### src/rtl/lsu_pkg.sv
// Shared constants and helpers for the load/store unit.
// MISALIGN_TRAP_EN selects trapping versus silent alignment.
package lsu_pkg;

    localparam int XLEN = 32;

    localparam logic [2:0] F3_B  = 3'b000;
    localparam logic [2:0] F3_H  = 3'b001;
    localparam logic [2:0] F3_W  = 3'b010;
    localparam logic [2:0] F3_BU = 3'b100;
    localparam logic [2:0] F3_HU = 3'b101;

    typedef logic [2:0] lsu_state_t;

    localparam lsu_state_t S_IDLE   = 3'd0;
    localparam lsu_state_t S_LOAD   = 3'd1;
    localparam lsu_state_t S_RMW_RD = 3'd2;
    localparam lsu_state_t S_WRITE  = 3'd3;
    localparam lsu_state_t S_RESP   = 3'd4;

    function automatic logic is_fault(
        input logic [2:0] f3,
        input logic [1:0] off
    );
        case (f3)
            F3_B, F3_BU: return 1'b0;
            F3_H, F3_HU: return off[0];
            F3_W:        return off != 2'b00;
            default:     return 1'b1;
        endcase
    endfunction

    function automatic logic [2:0] norm_f3(input logic [2:0] f3);
        case (f3)
            F3_B, F3_H, F3_W, F3_BU, F3_HU: return f3;
            default:                        return F3_W;
        endcase
    endfunction

    // Offset aligned down to the access size of a legal funct3.
    function automatic logic [1:0] norm_off(
        input logic [2:0] f3,
        input logic [1:0] off
    );
        if (f3[1])
            return 2'b00;
        else if (f3[0])
            return {off[1], 1'b0};
        else
            return off;
    endfunction

endpackage

### src/rtl/lsu_align.sv
// Lane extraction for loads and lane merge for sub-word stores.
// Purely combinational.
import lsu_pkg::*;

module lsu_align (
    input  logic [XLEN-1:0] word,
    input  logic [XLEN-1:0] wdata,
    input  logic [1:0]      off,
    input  logic [2:0]      funct3,
    output logic [XLEN-1:0] ext,
    output logic [XLEN-1:0] merged
);

    logic [7:0]  byte_v;
    logic [15:0] half_v;

    always_comb begin
        byte_v = word[{off, 3'b000} +: 8];
        half_v = off[1] ? word[31:16] : word[15:0];
        ext    = word;
        case (funct3)
            F3_B:    ext = {{24{byte_v[7]}}, byte_v};
            F3_H:    ext = {{16{half_v[15]}}, half_v};
            F3_BU:   ext = {24'd0, byte_v};
            F3_HU:   ext = {16'd0, half_v};
            default: ext = word;
        endcase
    end

    always_comb begin
        merged = wdata;
        if (funct3[1:0] == 2'b00) begin
            merged = word;
            merged[{off, 3'b000} +: 8] = wdata[7:0];
        end else if (funct3[1:0] == 2'b01) begin
            merged = word;
            if (off[1])
                merged[31:16] = wdata[15:0];
            else
                merged[15:0] = wdata[15:0];
        end
    end

endmodule

### src/rtl/load_store_unit.sv
// RV32I load/store sequencer with read-modify-write for SB/SH.
// MISALIGN_TRAP_EN: fault misaligned/illegal accesses instead of aligning.
import lsu_pkg::*;

module load_store_unit #(
    parameter int ADDR_W = 32
) (
    input  logic              clk,
    input  logic              rst_n,
    input  logic              req_valid,
    output logic              req_ready,
    input  logic              req_we,
    input  logic [2:0]        req_funct3,
    input  logic [ADDR_W-1:0] req_addr,
    input  logic [XLEN-1:0]   req_wdata,
    output logic              resp_valid,
    output logic [XLEN-1:0]   resp_rdata,
    output logic              resp_fault,
    output logic              mem_read_en,
    output logic              mem_write_en,
    output logic [ADDR_W-1:0] mem_address,
    output logic [XLEN-1:0]   mem_wdata,
    input  logic [XLEN-1:0]   mem_rdata
);

    lsu_state_t        state_q;
    logic [ADDR_W-1:0] addr_q;
    logic [2:0]        f3_q;
    logic [XLEN-1:0]   wdata_q;
    logic              we_q;
    logic              fault_q;
    logic [XLEN-1:0]   rdata_q;

    logic              acc_fault;
    logic [2:0]        acc_f3;
    logic [1:0]        acc_off;
    logic [XLEN-1:0]   ext;
    logic [XLEN-1:0]   merged;
    logic              rd_cyc;
    logic              wr_cyc;

`ifdef MISALIGN_TRAP_EN
    assign acc_fault = is_fault(req_funct3, req_addr[1:0]);
    assign acc_f3    = req_funct3;
    assign acc_off   = req_addr[1:0];
`else
    assign acc_fault = 1'b0;
    assign acc_f3    = norm_f3(req_funct3);
    assign acc_off   = norm_off(acc_f3, req_addr[1:0]);
`endif

    lsu_align u_align (
        .word   (mem_rdata),
        .wdata  (wdata_q),
        .off    (addr_q[1:0]),
        .funct3 (f3_q),
        .ext    (ext),
        .merged (merged)
    );

    always_ff @(posedge clk) begin
        if (!rst_n) begin
            state_q <= S_IDLE;
            addr_q  <= '0;
            f3_q    <= '0;
            wdata_q <= '0;
            we_q    <= 1'b0;
            fault_q <= 1'b0;
            rdata_q <= '0;
        end else begin
            case (state_q)
                S_IDLE: if (req_valid) begin
                    addr_q  <= {req_addr[ADDR_W-1:2], acc_off};
                    f3_q    <= acc_f3;
                    wdata_q <= req_wdata;
                    we_q    <= req_we;
                    fault_q <= acc_fault;
                    if (acc_fault) begin
                        rdata_q <= '0;
                        state_q <= S_RESP;
                    end else if (!req_we)
                        state_q <= S_LOAD;
                    else if (acc_f3[1:0] == 2'b10)
                        state_q <= S_WRITE;
                    else
                        state_q <= S_RMW_RD;
                end
                S_LOAD: begin
                    rdata_q <= ext;
                    state_q <= S_RESP;
                end
                // Merged word reuses the store-data register.
                S_RMW_RD: begin
                    wdata_q <= merged;
                    state_q <= S_WRITE;
                end
                S_WRITE: begin
                    rdata_q <= '0;
                    state_q <= S_RESP;
                end
                S_RESP:  state_q <= S_IDLE;
                default: state_q <= S_IDLE;
            endcase
        end
    end

    assign rd_cyc = (state_q == S_LOAD) || (state_q == S_RMW_RD);
    assign wr_cyc = (state_q == S_WRITE) && we_q;

    assign req_ready    = state_q == S_IDLE;
    assign resp_valid   = state_q == S_RESP;
    assign resp_rdata   = rdata_q;
    assign resp_fault   = fault_q;
    assign mem_read_en  = rst_n && rd_cyc;
    assign mem_write_en = rst_n && wr_cyc;
    assign mem_address  = (rd_cyc || wr_cyc)
                        ? {addr_q[ADDR_W-1:2], 2'b00} : '0;
    assign mem_wdata    = wr_cyc ? wdata_q : '0;

endmodule
### config.mk
export PLATFORM = sky130hd
export DESIGN_NAME = load_store_unit
export DESIGN_NICKNAME = d
export VERILOG_FILES = /design/src/rtl/lsu_pkg.sv /design/src/rtl/lsu_align.sv /design/src/rtl/load_store_unit.sv
export SDC_FILE = /design/constraint.sdc
export NUM_CORES = 1
export LEC_CHECK = 0
export BUFFER_PORTS_ARGS = -buffer_cell sky130_fd_sc_hd__buf_2
export CORE_MARGIN = 5
export CORE_UTILIZATION = 35
export CTS_BUF_LIST = sky130_fd_sc_hd__clkbuf_16
export DETAILED_ROUTE_END_ITERATION = 6
export RECOVER_POWER = 25
export SYNTH_ARGS = -nofsm -noshare
export SYNTH_HDL_FRONTEND = slang
export SYNTH_SLANG_ARGS = --single-unit
### constraint.sdc
create_clock -name clk -period 4.6 [get_ports clk]
set_input_delay 0.92 -clock clk [delete_from_list [all_inputs] [get_ports clk]]
set_output_delay 0.92 -clock clk [all_outputs]
set_load 0.005 [all_outputs]
==> metrics.cfg <==
[timing]
clock.fmax_mhz = 317
tns_ns = 0
skew_ns = 0.00735
rsz0062_at_grt = false
maxSlewViolCount = 0
hold_violations = 0
worst_pin_slew_ns = 1.46
relSlewSlack = 0.0299
finalSetupViolCount = 0
fin_crit_sh = 0.687
fin_crit_ns = 3.16

[clock_network]
hold_buffers = 0
cts_tree = built
cts_buffers = 9
clock_latency_ns = 0.36
post-cts-setup-buffers = 0
post_cts_resized = 0
h-tree-depth = 3
cts-root-buf = clkbuf_16
cts.sinks = 103
clk_pin_slew_worst_paths_ns = 0.08
cts_buffer_depth = 2

[detailed_routing]
first_iter_violations = 511
drt_pass1_iterations = 7
routed_wl_um = 18100
avgViaCountPerCell = 5.34
post_drt_wl_per_cell_um = 18.2
drtAntennaViolNets = 0
drc_errors = 0
vias = 5305

[place]
placedCellCount = 978
place_hpwl_um = 13300
gp_congestion = 0.861
io_buffers = 200

[hold_path]
hp-start = resp_rdata[12]
holdPathEnd = resp_rdata[12]
hold_path_class = reg -> reg
min_path_cells = 1

[synthesis]
syn_area_mm2 = 0.00530
synth-seq-cells = 103
seq_area_frac_synth = 0.389
yosysWarnings = 0
syn_inst = 637
synth_edf_count = 0
syn_area_per_cell_um2 = 8.32
synth_ff_type = dfxtp_1
synth-async-reset-ratio = 0
synth_cell_types = 50

[floorplanning]
die_w_um = 133
num_rows = 45
die_area_mm2 = 0.0177
io_pins = 204
core_area_mm2 = 0.0150
die_h_um = 133
start_util = 0.353

[layout]
num_antenna_cells = 0
synthToLayoutAreaGrowth_pct = 24.4
stdcell_count = 994
multiInputGateArea_mm2 = 0.00295
fillers = 1567
nets = 909
register_area_mm2 = 0.00206
post_route_cells_drive_above_1_share = 0.293

[power_and_ir_drop]
comb_power_share = 0.181
intPower_mw = 1.51
clockPowerShare = 0.347
power.leakage_nw = 2.94
p_per_area_mw_per_mm2 = 331
swShare = 0.309
ir_worst_vdd_v = 0.000171
power_frac_seq = 0.471
power_switching_uw = 676

[setup_path]
cp-end-kind = output port
cp.required_ns = 3.68
arrival_ns = 2.24
crit_type = in -> out
worstRegToRegCells = 6
r2r-end = wdata_q[22]
worstPathMaxFanout = 20
critPathLaunchType = input port
r2r_slack_ns = 2.02
r2r_start = addr_q[1]

[run]
max-cap-violations = 0

[global_route]
grt_antenna_before_repair = 0
grt_pass1_wl_um = 28100
grt_pass1_vias = 5085
grt_max_degree = 46
overflow = 0
grt.total_usage = 0.199

[outcome]
status = finished clean

-- power by group through the flow --
stage / clock network [mW] / registers [mW] / logic [mW]
final: 0.760 / 1.03 / 0.396
after global routing: 0.826 / 1.04 / 0.441
after CTS: 0.785 / 1.03 / 0.399
after detailed placement: 0 / 1.05 / 0.398
after global placement: 0 / 1.05 / 0.397
after floorplan: 0 / 1.03 / 0.266
-- state kept, by name, summed over array words and instances (netlist names) --
name / count
addr_q: 32
resp_rdata: 32
wdata_q: 32
f3_q: 3
state_q: 3
we_q: 1
-- layout make-up --
cell class	instances	share of cell area
multi-input cells	472	0.446
flip-flops and latches	103	0.312
repair buffers	209	0.158
well taps	188	0.0356
clock buffers	9	0.0341
clock inverters	7	0.00967
inverters	6	0.00341
-- kinds of logic (layout without fill, tap and decap cells) --
family / count (synthesis) / in the layout / share of synthesized area
AND/OR/NAND/NOR: 235 / 235 / 0.223
AO/OA/AOI/OAI: 209 / 209 / 0.275
flip-flops: 103 / 103 / 0.389
buffers and inverters: 64 / 231 / 0.0580
multiplexers: 19 / 19 / 0.0401
adder cells (fa/ha/maj): 5 / 5 / 0.0118
other: 1 / 3 / 0.000707
XOR/XNOR: 1 / 1 / 0.00165
-- how the worst max path moves through the flow --
stage,start,endpoint,slack (ns)
3_5_place_dp,req_valid,wdata_q[13],1.68
2_1_floorplan,rst_n,mem_write_en,1.97
5_1_grt,rst_n,mem_write_en,1.30
6_report,rst_n,mem_write_en,1.44
4_1_cts,rst_n,mem_write_en,1.83
3_3_place_gp,req_valid,wdata_q[13],1.75
-- cell usage in the layout, fill, tap and decap left out, types with 9 or more instances in the layout --
cell,instances
a221oi_1,16
nor2_1,21
dfxtp_1,103
clkbuf_16,9
nand2b_1,12
buf_2,184
a21oi_1,80
mux2i_1,10
a22oi_1,24
clkbuf_1,16
o21ai_0,22
nand3_1,10
a221o_1,9
and2_1,65
nand2_1,105
-- synthesized netlist by cell type (2+ instances only) --
cell type / count / area (um2)
o21bai_1: 2 / 15.0
inv_1: 6 / 22.5
nand3b_1: 4 / 30.0
nor2_1: 21 / 78.8
mux2i_1: 10 / 100
nor2b_1: 2 / 12.5
clkbuf_1: 33 / 124
or3b_1: 2 / 17.5
nand2_1: 105 / 394
o31ai_1: 8 / 60.1
a21oi_2: 3 / 26.3
a21oi_1: 80 / 400
buf_6: 5 / 56.3
a22oi_1: 24 / 180
ha_1: 5 / 62.6
a221oi_1: 16 / 140
a221o_1: 9 / 90.1
buf_1: 2 / 7.51
dfxtp_1: 103 / 2060
buf_2: 15 / 75.1
nand3_1: 10 / 50.1
nand2b_1: 12 / 75.1
o21ai_0: 22 / 110
nor3_1: 4 / 20.0
mux2_2: 8 / 90.1
o221ai_1: 7 / 61.3
a211o_1: 8 / 70.1
a211oi_2: 8 / 100
a21o_1: 8 / 60.1
a32o_1: 8 / 80.1
and2_1: 66 / 413
buf_4: 3 / 22.5
-- through the flow --
step	instance area [um2]	utilization	power (mW)	hold slack [ns]	setup slack (ns)
2_1_floorplan	5310	-	1.29	0.432	1.97
3_3_place_gp	6330	0.421	1.45	0.430	1.75
3_5_place_dp	6330	0.421	1.45	0.434	1.68
4_1_cts	6620	0.441	2.21	0.453	1.83
5_1_grt	6600	0.439	2.31	0.459	1.30
6_report	6600	0.439	2.19	0.448	1.44
-- critical path, cell delays in order --
cell and delay (ns):
clkbuf_1 0.59, inv_1 0.24, nor3_1 0.32, buf_2 0.17
-- per-layer routing --
layer  share of wire  track usage  up-vias
met5               0            0        -
met4           0.015       0.0583        0
met3           0.098       0.0563       20
met2            0.45        0.310      250
met1            0.44        0.268     2444
li1                -            -     2591
(Power assumes the default switching activity.)
